**src/rtl/uart_pkg.sv**
```systemverilog
// Shared types and constants for the host-command UART receiver.
package uart_pkg;

    localparam int unsigned DEFAULT_CLKS_PER_BIT = 868;
    localparam int unsigned DATA_BITS            = 8;

    typedef enum logic [2:0] {
        IDLE      = 3'd0,
        START     = 3'd1,
        DATA      = 3'd2,
        STOP      = 3'd3,
        WAIT_IDLE = 3'd4,
        PARITY    = 3'd5
    } state_t;

endpackage

```
**src/rtl/sync_ff.sv**
```systemverilog
// Multi-flop synchronizer for asynchronous single-bit inputs (rx, external triggers).
module sync_ff #(
    parameter int unsigned SYNC_STAGES = 2,
    parameter logic        RESET_VAL   = 1'b1
) (
    input  logic clk_i,
    input  logic rst_ni,
    input  logic d_i,
    output logic q_o
);

    logic [SYNC_STAGES-1:0] sync_q;

    always_ff @(posedge clk_i or negedge rst_ni) begin
        if (!rst_ni) begin
            sync_q <= {SYNC_STAGES{RESET_VAL}};
        end else begin
            sync_q <= {sync_q[SYNC_STAGES-2:0], d_i};
        end
    end

    assign q_o = sync_q[SYNC_STAGES-1];

endmodule

```
**src/rtl/uart_byte_receiver.sv**
```systemverilog
// 8N1 UART receiver: delivers good bytes with a one-cycle strobe, flags bad stop bits.
// Define UART_RX_PARITY_EN to add an even-parity bit and the parity_error output.
module uart_byte_receiver
    import uart_pkg::*;
#(
    parameter int unsigned CLKS_PER_BIT = DEFAULT_CLKS_PER_BIT,
    parameter int unsigned SYNC_STAGES  = 2
) (
    input  logic                 clock,
    input  logic                 reset,
    input  logic                 rx,
    output logic [DATA_BITS-1:0] byte_out,
    output logic                 byte_ready,
    output logic                 framing_error,
`ifdef UART_RX_PARITY_EN
    output logic                 parity_error,
`endif
    output logic                 busy,
    output logic [2:0]           cs_out
);

    localparam int unsigned CNT_W = $clog2(CLKS_PER_BIT);
    localparam int unsigned IDX_W = $clog2(DATA_BITS);
    localparam logic [CNT_W-1:0] HALF_CNT = CNT_W'(CLKS_PER_BIT / 2 - 1);
    localparam logic [CNT_W-1:0] FULL_CNT = CNT_W'(CLKS_PER_BIT - 1);
    localparam logic [IDX_W-1:0] LAST_BIT = IDX_W'(DATA_BITS - 1);

    logic                 rx_s;
    state_t               state_q;
    logic [CNT_W-1:0]     cnt_q;
    logic [IDX_W-1:0]     bit_idx_q;
    logic [DATA_BITS-1:0] shift_q;
    logic [DATA_BITS-1:0] byte_q;
    logic                 byte_ready_q;
    logic                 ferr_q;
    logic                 busy_q;
`ifdef UART_RX_PARITY_EN
    logic                 parity_bit_q;
    logic                 perr_q;
`endif

    sync_ff #(
        .SYNC_STAGES(SYNC_STAGES),
        .RESET_VAL  (1'b1)
    ) u_rx_sync (
        .clk_i (clock),
        .rst_ni(reset),
        .d_i   (rx),
        .q_o   (rx_s)
    );

    always_ff @(posedge clock or negedge reset) begin
        if (!reset) begin
            state_q      <= IDLE;
            cnt_q        <= '0;
            bit_idx_q    <= '0;
            shift_q      <= '0;
            byte_q       <= '0;
            byte_ready_q <= 1'b0;
            ferr_q       <= 1'b0;
            busy_q       <= 1'b0;
`ifdef UART_RX_PARITY_EN
            parity_bit_q <= 1'b0;
            perr_q       <= 1'b0;
`endif
        end else begin
            byte_ready_q <= 1'b0;
            ferr_q       <= 1'b0;
`ifdef UART_RX_PARITY_EN
            perr_q       <= 1'b0;
`endif
            case (state_q)
                IDLE: begin
                    cnt_q <= '0;
                    if (!rx_s) begin
                        state_q <= START;
                        busy_q  <= 1'b1;
                    end
                end
                START: begin
                    if (cnt_q == HALF_CNT) begin
                        cnt_q     <= '0;
                        bit_idx_q <= '0;
                        if (!rx_s) begin
                            state_q <= DATA;
                        end else begin
                            state_q <= IDLE;
                            busy_q  <= 1'b0;
                        end
                    end else begin
                        cnt_q <= cnt_q + CNT_W'(1);
                    end
                end
                DATA: begin
                    if (cnt_q == FULL_CNT) begin
                        cnt_q     <= '0;
                        shift_q   <= {rx_s, shift_q[DATA_BITS-1:1]};
                        bit_idx_q <= bit_idx_q + IDX_W'(1);
                        if (bit_idx_q == LAST_BIT) begin
`ifdef UART_RX_PARITY_EN
                            state_q <= PARITY;
`else
                            state_q <= STOP;
`endif
                        end
                    end else begin
                        cnt_q <= cnt_q + CNT_W'(1);
                    end
                end
`ifdef UART_RX_PARITY_EN
                PARITY: begin
                    if (cnt_q == FULL_CNT) begin
                        cnt_q        <= '0;
                        parity_bit_q <= rx_s;
                        state_q      <= STOP;
                    end else begin
                        cnt_q <= cnt_q + CNT_W'(1);
                    end
                end
`endif
                STOP: begin
                    if (cnt_q == FULL_CNT) begin
                        cnt_q <= '0;
                        if (rx_s) begin
                            state_q <= IDLE;
                            busy_q  <= 1'b0;
`ifdef UART_RX_PARITY_EN
                            // Even parity: data plus parity bit must hold an even number of ones.
                            if (^{shift_q, parity_bit_q}) begin
                                perr_q <= 1'b1;
                            end else begin
                                byte_q       <= shift_q;
                                byte_ready_q <= 1'b1;
                            end
`else
                            byte_q       <= shift_q;
                            byte_ready_q <= 1'b1;
`endif
                        end else begin
                            ferr_q  <= 1'b1;
                            state_q <= WAIT_IDLE;
                        end
                    end else begin
                        cnt_q <= cnt_q + CNT_W'(1);
                    end
                end
                WAIT_IDLE: begin
                    cnt_q <= '0;
                    if (rx_s) begin
                        state_q <= IDLE;
                        busy_q  <= 1'b0;
                    end
                end
                default: begin
                    state_q <= IDLE;
                    cnt_q   <= '0;
                    busy_q  <= 1'b0;
                end
            endcase
        end
    end

    assign byte_out      = byte_q;
    assign byte_ready    = byte_ready_q;
    assign framing_error = ferr_q;
    assign busy          = busy_q;
    assign cs_out        = state_q;
`ifdef UART_RX_PARITY_EN
    assign parity_error  = perr_q;
`endif

endmodule

```
**config.mk**
```make
export PLATFORM = sky130hd
export DESIGN_NAME = uart_byte_receiver
export DESIGN_NICKNAME = d
export VERILOG_FILES = /design/src/rtl/uart_pkg.sv /design/src/rtl/sync_ff.sv /design/src/rtl/uart_byte_receiver.sv
export SDC_FILE = /design/constraint.sdc
export NUM_CORES = 1
export LEC_CHECK = 0
export ABC_AREA = 1
export CAP_MARGIN = 5
export CELL_PAD_IN_SITES_DETAIL_PLACEMENT = 0
export CELL_PAD_IN_SITES_GLOBAL_PLACEMENT = 2
export CORE_ASPECT_RATIO = 0.75
export CORE_MARGIN = 2
export CORE_UTILIZATION = 36
export CTS_CLUSTER_DIAMETER = 50
export DETAILED_ROUTE_END_ITERATION = 8
export HOLD_SLACK_MARGIN = 0.06
export PLACE_DENSITY = 0.9
export SKIP_LAST_GASP = 1
export SYNTH_ARGS = -nofsm -noshare
export SYNTH_HDL_FRONTEND = slang
export SYNTH_SLANG_ARGS = --single-unit
export TNS_END_PERCENT = 5
```
**constraint.sdc**
```tcl
create_clock -name clock -period 3.4 [get_ports clock]
set_input_delay 0.85 -clock clock [delete_from_list [all_inputs] [get_ports clock]]
set_output_delay 0.85 -clock clock [all_outputs]
set_load 0.02 [all_outputs]
```
==> results of run 1 <==
[placed cells by master, fill, tap and decap left out, types with 2 or more instances in the layout]
cell type,synthesis,layout
inv_2,3,3
xor2_1,4,4
nand4_1,5,5
nor2_1,11,11
nand3_1,14,14
nor2_4,2,2
a21oi_1,11,11
nor3_1,3,3
nand2_1,81,81
clkinv_2,0,2
clkdlybuf4s50_1,0,15
ha_1,4,4
dfrtp_1,35,35
dfstp_2,2,2
o21ai_0,6,6
inv_1,16,16
clkbuf_8,0,5
[synthesized netlist by cell type]
| cell type | n | area, µm² |
|---|---|---|
| nand2_1 | 81 | 304 |
| dfrtp_1 | 35 | 876 |
| inv_1 | 16 | 60.1 |
| nand3_1 | 14 | 70.1 |
| a21oi_1 | 11 | 55.1 |
| nor2_1 | 11 | 41.3 |
| o21ai_0 | 6 | 30.0 |
| nand4_1 | 5 | 31.3 |
| ha_1 | 4 | 50.1 |
| xor2_1 | 4 | 35.0 |
| inv_2 | 3 | 11.3 |
| nor3_1 | 3 | 15.0 |
| dfstp_2 | 2 | 52.6 |
| nor2_4 | 2 | 22.5 |
| a31oi_1 | 1 | 6.26 |
| buf_2 | 1 | 5.00 |
| nand2_2 | 1 | 6.26 |
| nand3b_1 | 1 | 7.51 |
| nand3b_4 | 1 | 20.0 |
| nor3_4 | 1 | 16.3 |
| o21a_1 | 1 | 7.51 |
| xnor2_1 | 1 | 8.76 |
[area by class of cell]
type / instances / share of cell area
clock buffer: 6 / 0.0356
inverter: 19 / 0.0350
clock inverter: 2 / 0.00492
multi-input combinational: 148 / 0.357
tap: 57 / 0.0350
sequential: 37 / 0.456
timing repair buffer: 16 / 0.0762
[logic make-up after synthesis]
| family | synth area share |
|---|---|
| buffers and inverters | 0.0441 |
| xor gates and xnor gates | 0.0253 |
| adders and majority gates | 0.0289 |
| AOI/OAI and AO/OA | 0.0571 |
| and+or+nand+nor | 0.309 |
| DFF | 0.536 |
[per-stage QoR]
stage	util	total power [mW]	hold slack, ns	std cells
after floorplan	-	0.453	0.345	205
after global placement	0.430	0.464	0.353	277
after detailed placement	0.430	0.464	0.347	277
after CTS	0.448	0.760	0.357	285
after global routing	0.448	0.777	0.366	285
final	0.448	0.748	0.357	285
[power breakdown]
| group | internal [mW] | total [mW] | switching [mW] | leakage, nW |
|---|---|---|---|---|
| combinational | 0.00186 | 0.0120 | 0.0101 | 0.492 |
| clock | 0.142 | 0.293 | 0.151 | 0.0450 |
| sequential | 0.442 | 0.443 | 0.000959 | 0.490 |
[worst max-delay path by stage]
stage,endpoint,slack [ns]
finish,cs_out[1],1.21
global route,cs_out[1],1.17
CTS,cs_out[1],1.20
detailed placement,cs_out[1],1.52
global placement,cs_out[1],1.53
floorplan,byte_out[0],1.85
[metal layers]
| layer | vias up | GRT usage | part of all wire |
|---|---|---|---|
| li1 | 698 | - | - |
| met1 | 639 | 0.229 | 0.56 |
| met2 | 24 | 0.212 | 0.39 |
| met3 | 5 | 0.0401 | 0.038 |
| met4 | 0 | 0.0544 | 0.011 |
| met5 | - | 0 | 0 |
[state kept, by name, summed over array words and instances (netlist names)]
name	count
cnt_q	10
byte_out	8
cs_out	3
framing_error	1
byte_ready	1
bit_idx_q	3
shift_q	8
u_rx_sync.sync_q	2
busy	1
==> summary.md, run 1 <==
| Metric | Value |
|---|---|
| Worst path bufs/invs | 1 |
| Ports | 17 |
| Crit end category | output pin |
| Final hold violations | 0 |
| Crit start category | register |
| R2R Setup Slk | 1.55 ns |
| Hold-fix buffers at CTS | 0 |
| Clock sinks | 37 |
| WHS Endpoint | u_rx_sync.sync_q[1] |
| DRT Pass-1 Iters | 4 |
| CTS tree | yes |
| CP Max Fanout | 6 |
| CTS Buffer Depth | 2 |
| Kind of critical path | reg -> out |
| Syn Std Cell Area | 1730 µm² |
| Area of the core | 4550 µm² |
| Cell area after placement | 1950 µm² |
| CP peak stage delay | 0.63 ns |
| Final nets | 234 |
| Max-slew violations | 0 |
| R2R Path Start | cnt_q[0] |
| Maxcap violations | 0 |
| Maximum clock frequency | 457 MHz |
| Class of the worst hold path | reg -> reg |
| Design area | 2040 µm² |
| Layout cell share with drive strength beyond 1 | 0.0789 |
| Area Overhead vs Synth | 17.6% |
| Vias per std cell | 4.79 |
| Post-CTS Setup Bufs | 0 |
| Fill count | 468 |
| Post-route setup TNS | 0 ns |
| Status | finished clean |
| Number of buffers created by CTS | 5 |
| Worst r2r dst | byte_out[3] |
| Max IR drop VDD | 0.000193 V |
| Post-synthesis sequential area ratio | 0.536 |
| Skew-Pair Late Insertion Delay | 0.28 ns |
| Post-DP HPWL | 2530 µm |
| Row count | 21 |
| Final Wtd Congestion | 0.842 |
| Initial Utilization | 0.381 |
| Initial antenna violation count | 0 |
| Clk Tree Root Cell | clkbuf_8 |
| FF+latch area | 928 µm² |
| Final WS setup | 1.21 ns |
| First-pass GRT wire length | 6440 µm |
| Levels on crit path | 1 |
| Routed Antenna Nets | 0 |
| Grt total ovfl | 0 |
| Worst-Margin Slew | 0.809 ns |
| Fin crit share | 0.643 |
| Power Density | 368 nW/µm² |
| Pleak | 1.03 nW |
| Critical-path cell list | clkdlybuf4s50_1 |
| Post-Syn Instances | 205 |
| Total GRT Usage | 0.153 |
| Critical Path Slowest Stage Cell | clkdlybuf4s50_1 |
| DR vias | 1366 |
| Area occupied by multi-input gates | 727 µm² |
| ANT cells | 0 |
| # setup viols final | 0 |
| Crit. Startpoint | cs_out[1] |
| Beginning of the worst hold path | u_rx_sync.sync_q[0] |
| Worst Skew | 0.00439 ns |
| Iter 0 DRT Violations | 92 |
| Worst Path Required | 2.55 ns |
| Pin count of the biggest net entering global routing | 38 |
| Final WL | 3620 µm |
| Post-CTS resize count | 0 |
| Period minus WS final | 2.19 ns |
| Syn Nets | 212 |
| Average size of a mapped cell | 8.45 µm² |
| Routed len/inst | 12.7 µm |
| DP Worst Slack | 1.52 ns |
| PortBufs | 16 |
| Die Wd | 84.1 µm |
| Post-synth cell types | 22 |
| Yosys warnings | 0 |
| WHS Path Cells | 0 |
| FF+latch count, synth | 37 |
| Slew HR | 0.460 |
| Die area | 5390 µm² |
| Number of H-tree levels | 2 |
| Reg clk slew, reported paths | 0.07 ns |
| Remaining DRCs | 0 |
| Die height | 64.1 µm |
| Vias in the first global route | 1375 |
| FF-to-FF path depth | 8 |
| RSZ-0062 raised after global routing | false |
| Critical path's top delay family | buffers and inverters |
| Worst Path Arrival | 1.34 ns |
Note: power is estimated with default switching activity, not from simulation.
==> run 2: changes to the inputs <==
Settings changed: CORE_UTILIZATION 36 to 34, PLACE_DENSITY 0.9 to 0.86.
Clock period 3.4 ns to 2.1 ns, I/O delays scaled along.
==> run 2 against run 1 <==
Compared with the run above:
- wire length down 2.4%
- total power up 98%
- sequential share of layout area down 1.8 points
- via count down 0.81%
- largest power group is now clock
- non-clock buffer count up 3
- die area up 5.5%
- sequential power up 62%
- global-route usage down 0.45 points
- largest cell class unchanged
- highest routed layer unchanged
- cell count up 2.1%
- count of clock-buffer cells in the layout down 1
- worst hold slack worse by 0.094 ns
- first-iteration DRC count down 17%
- critical endpoint unchanged
==> summary.md, run 2 (synthesized netlist as in run 1, its figures left out) <==
| Metric | Value |
|---|---|
| DP Worst Slack | 0.343 ns (-1.18 ns) |
| Post-route setup TNS | 0 ns (unchanged) |
| Critical-path cell list | clkdlybuf4s50_1 |
| Worst Path Required | 1.57 ns (-0.98 ns) |
| Die Wd | 86.4 µm (+2.8%) |
| Worst Path Arrival | 1.39 ns (+0.05 ns) |
| PortBufs | 16 (unchanged) |
| Final nets | 237 (+1.3%) |
| DR vias | 1355 (-0.81%) |
| Layout cell share with drive strength beyond 1 | 0.0952 (+0.0163) |
| Most common cell after layout, fill and taps aside | nand2_1 |
| Final hold violations | 0 (unchanged) |
| Crit end category | output pin |
| Worst path bufs/invs | 1 (unchanged) |
| Worst-Margin Slew | 0.466 ns (-0.344 ns) |
| Final WS setup | 0.187 ns (-1.03 ns) |
| Post-CTS Setup Bufs | 0 (unchanged) |
| Number of flip-flops in the largest register | 10 (unchanged) |
| Class of the worst hold path | in -> async |
| Routed Antenna Nets | 0 (unchanged) |
| FF-to-FF path depth | 8 (unchanged) |
| CP Max Fanout | 6 (unchanged) |
| Slew HR | 0.690 (+0.229) |
| Levels on crit path | 1 (unchanged) |
| Crit start category | register |
| Vias in the first global route | 1344 (-2.3%) |
| DRT Pass-1 Iters | 4 (unchanged) |
| Die area | 5690 µm² (+5.5%) |
| Kind of critical path | reg -> out |
| Number of H-tree levels | 2 (unchanged) |
| Grt total ovfl | 0 (unchanged) |
| Vias per std cell | 4.66 (-2.9%) |
| CP peak stage delay | 0.64 ns (about the same) |
| Most frequent cells in the layout | nand2_1 (81), dfrtp_1 (35), inv_1 (16), clkdlybuf4s50_1 (15), nand3_1 (14) |
| Max IR drop VDD | 0.000283 V (+47%) |
| Area of the core | 4900 µm² (+7.8%) |
| Clk Tree Root Cell | clkbuf_8 |
| Maxcap violations | 0 (unchanged) |
| Critical Path Slowest Stage Cell | clkdlybuf4s50_1 |
| Total GRT Usage | 0.149 (-0.00452) |
| Reg clk slew, reported paths | 0.08 ns (about the same) |
| Area Overhead vs Synth | 22.3% |
| Max-slew violations | 0 (unchanged) |
| Clock sinks | 37 (unchanged) |
| Register with the highest flop count | cnt_q |
| Number of buffers created by CTS | 5 (unchanged) |
| ANT cells | 0 (unchanged) |
| First-pass GRT wire length | 6490 µm (+0.65%) |
| Worst Skew | 0.00218 ns (-0.00220 ns) |
| Ports | 17 (unchanged) |
| Critical path's top delay family | buffers and inverters |
| CTS Buffer Depth | 2 (unchanged) |
| Post-DP HPWL | 2560 µm (+1.4%) |
| CTS tree | yes |
| Remaining DRCs | 0 (unchanged) |
| Period minus WS final | 1.91 ns |
| Skew-Pair Late Insertion Delay | 0.29 ns (about the same) |
| Hold-fix buffers at CTS | 0 (unchanged) |
| Final Non-Filler Cells | 291 (+2.1%) |
| Fill count | 502 (+7.3%) |
| RSZ-0062 raised after global routing | false |
| Final Wtd Congestion | 0.764 (-9.2%) |
| Status | finished clean |
| Maximum clock frequency | 523 MHz |
| Row count | 22 (+4.8%) |
| Die height | 65.8 µm (+2.7%) |
| Final WL | 3530 µm (-2.4%) |
| Power Density | 700 nW/µm² (+90%) |
| Initial antenna violation count | 0 (unchanged) |
| Routed len/inst | 12.1 µm (-4.4%) |
| Pin count of the biggest net entering global routing | 38 (unchanged) |
| Initial Utilization | 0.353 (-0.0275) |
| Post-CTS resize count | 0 (unchanged) |
| Placed Instances | 283 (+2.2%) |
| Iter 0 DRT Violations | 76 (-17%) |
| Pleak | 1.07 nW (+3.8%) |
| Fin crit share | 0.911 |
| # setup viols final | 0 (unchanged) |
| Total power | 1.48 mW (+98%) |
-- run 2: cell types whose count changed in the layout (fill, tap and decap cells not counted), sizes merged --
cell,change
buf,+3
clkinv,-2
inv,+1
clkbuf,-1
bufinv,+2
-- run 2: metal layers --
layer  global-route usage  wire length, µm  up-vias
li1                     -                -      707
met1                0.224             1950      621
met2                0.203             1400       20
met3               0.0337              113        7
met4               0.0605               67        0
met5                    0                0        -
-- run 2: layout make-up --
cell class / instances / area [µm²] / share of cell area
multi-input combinational: 148 / 727 / 0.343
clock buffer: 5 / 68.8 / 0.0325
sequential: 37 / 928 / 0.439
tap: 60 / 75.1 / 0.0355
timing repair buffer: 19 / 178 / 0.0839
inverter: 19 / 71.3 / 0.0337
clock inverter: 3 / 68.8 / 0.0325
-- run 2: path summary, 6_finish.rpt --
check	from	endpoint	slack, ns
max	cs_out[1]	cs_out[1]	0.19
min	reset	cnt_q[4]	0.26
max reg2reg	cnt_q[0]	shift_q[2]	0.37
min reg2reg	u_rx_sync.sync_q[0]	u_rx_sync.sync_q[1]	0.36
max in group asynchronous	reset	u_rx_sync.sync_q[1]	1.49
min in group clock	u_rx_sync.sync_q[0]	u_rx_sync.sync_q[1]	0.36
-- run 2: through the flow --
step                      hold slack [ns]   util  instance area [µm²]
final                               0.263  0.432                 2120
after global routing                0.318  0.432                 2120
after CTS                           0.280  0.432                 2120
after detailed placement            0.347  0.404                 1980
after global placement              0.348  0.404                 1980
after floorplan                     0.229      -                 1730
-- run 2: report_power, final --
group	switching [mW]	internal, mW	leakage, nW	total, mW
registers	0.00161	0.715	0.490	0.717
clock network	0.266	0.478	0.0687	0.744
logic	0.0167	0.00421	0.508	0.0209
total	0.285	1.20	1.07	1.48
==> variant (settings of run 1) <==
Add a define of `UART_RX_PARITY_EN`.
--- a/src/rtl/uart_byte_receiver.sv
+++ b/src/rtl/uart_byte_receiver.sv
@@ -1,4 +1,6 @@
 // 8N1 UART receiver: delivers good bytes with a one-cycle strobe, flags bad stop bits.
 // Define UART_RX_PARITY_EN to add an even-parity bit and the parity_error output.
+`define UART_RX_PARITY_EN
+
 module uart_byte_receiver
     import uart_pkg::*;
Check against the original RTL (old outputs only; new: parity_error): no difference found for any inputs over 10 cycles, from zero or initial values and one cycle with reset low; that may be too few to reach the edited logic, so the function may still have changed.
==> variant against run 1 <==
Setup slack got worse by 140 ps; design area is 15% higher; power up 26%; sequential cell count is 2 higher; synthesized area increased by 13%; wire length is 8.1% higher; via count up 16%; combinational power grew 6%; sequential power rose by 5.4%; largest cell class unchanged.
==> variant: results <==
[status]
status = "finished, final reports clean"

[grt]
met3_usage_pct = 5.07
grtUsageMet2_pct = 20.4
grtUsageTotal_pct = 15.3
grt_pass1_wl_um = 6970
grt_pass1_vias = 1432
grt_max_degree = 40

[clock_tree]
worstSkewPairLatency_ps = 300
cts.clk_slew.worst_paths_ps = 80

[final_layout]
seq_cells = 39
regArea_um2 = 978
fillCellCount = 554
clk_share_pct = 5.67
multi_input_comb_cells = 183
nNonClkInverters = 27
nNetsFinal = 280
drive_above_1_share_pct = 5.84
layout.nonclk_buf_share_pct = 7.06
num-nonclk-buffers = 17
multi_input_area_um2 = 868

[pwr]
power_frac_clock_pct = 49.2
powerComb_uw = 12.7
power_frac_comb_pct = 1.3
cellLeakagePower_uw = 0.00113
vdd_ir_drop_max_uv = 165
switchingPower_uw = 182

[critical_path]
critPathMaxStageDelay_ps = 660
cp_max_fo = 11

[route]
routedWlPerCell_um = 11.2
routed_via_density = 4.55
wl_met2_um = 1440
drtIter0Drc = 58
m1WireLength_um = 2240

[placement]
gp_congestion = 0.728
dp_hpwl_um = 2860

[synth]
synth_commonest_cells = "88 x nand2_1, 37 x dfrtp_1, 26 x inv_1, 26 x nor2_1, 20 x o21ai_0"
syn_nets = 258
synth_area_leaders = "dfrtp_1 47%, nand2_1 17%, o21ai_0 5.1%"

[sta]
finClkSkew_ps = 8.28
period_needed_ps = 2330
relSlewSlack_pct = 42.4
## variant: stage by stage
step           setup WS, ps  power (µW)  std cells  hold slack, ps  instance area [µm²]
2_1_floorplan          1740         478        251             345                 1960
3_3_place_gp           1340         490        341             348                 2210
3_5_place_dp           1280         490        341             350                 2210
4_1_cts                1070         957        349             361                 2340
5_1_grt                 992         981        349             363                 2340
6_report               1070         943        349             358                 2340
## variant: logic make-up after synthesis
family	synth area share [%]
buf+inv	5.81
simple gates	33.1
xor+xnor	2.23
compound gates	6.38
flops	49.9
fa+ha+maj	2.55
## variant: path summary, 6_finish.rpt
path                       slack [ps]  cells past startpoint                start                  end
max                              1070                      1            cs_out[2]            cs_out[2]
min                               360                      0  u_rx_sync.sync_q[0]  u_rx_sync.sync_q[1]
max reg2reg                      1290                      8             cnt_q[0]         bit_idx_q[0]
min reg2reg                       360                      0  u_rx_sync.sync_q[0]  u_rx_sync.sync_q[1]
max in group asynchronous        2200                      1                reset           shift_q[5]
min in group asynchronous         660                      1                reset             cnt_q[5]
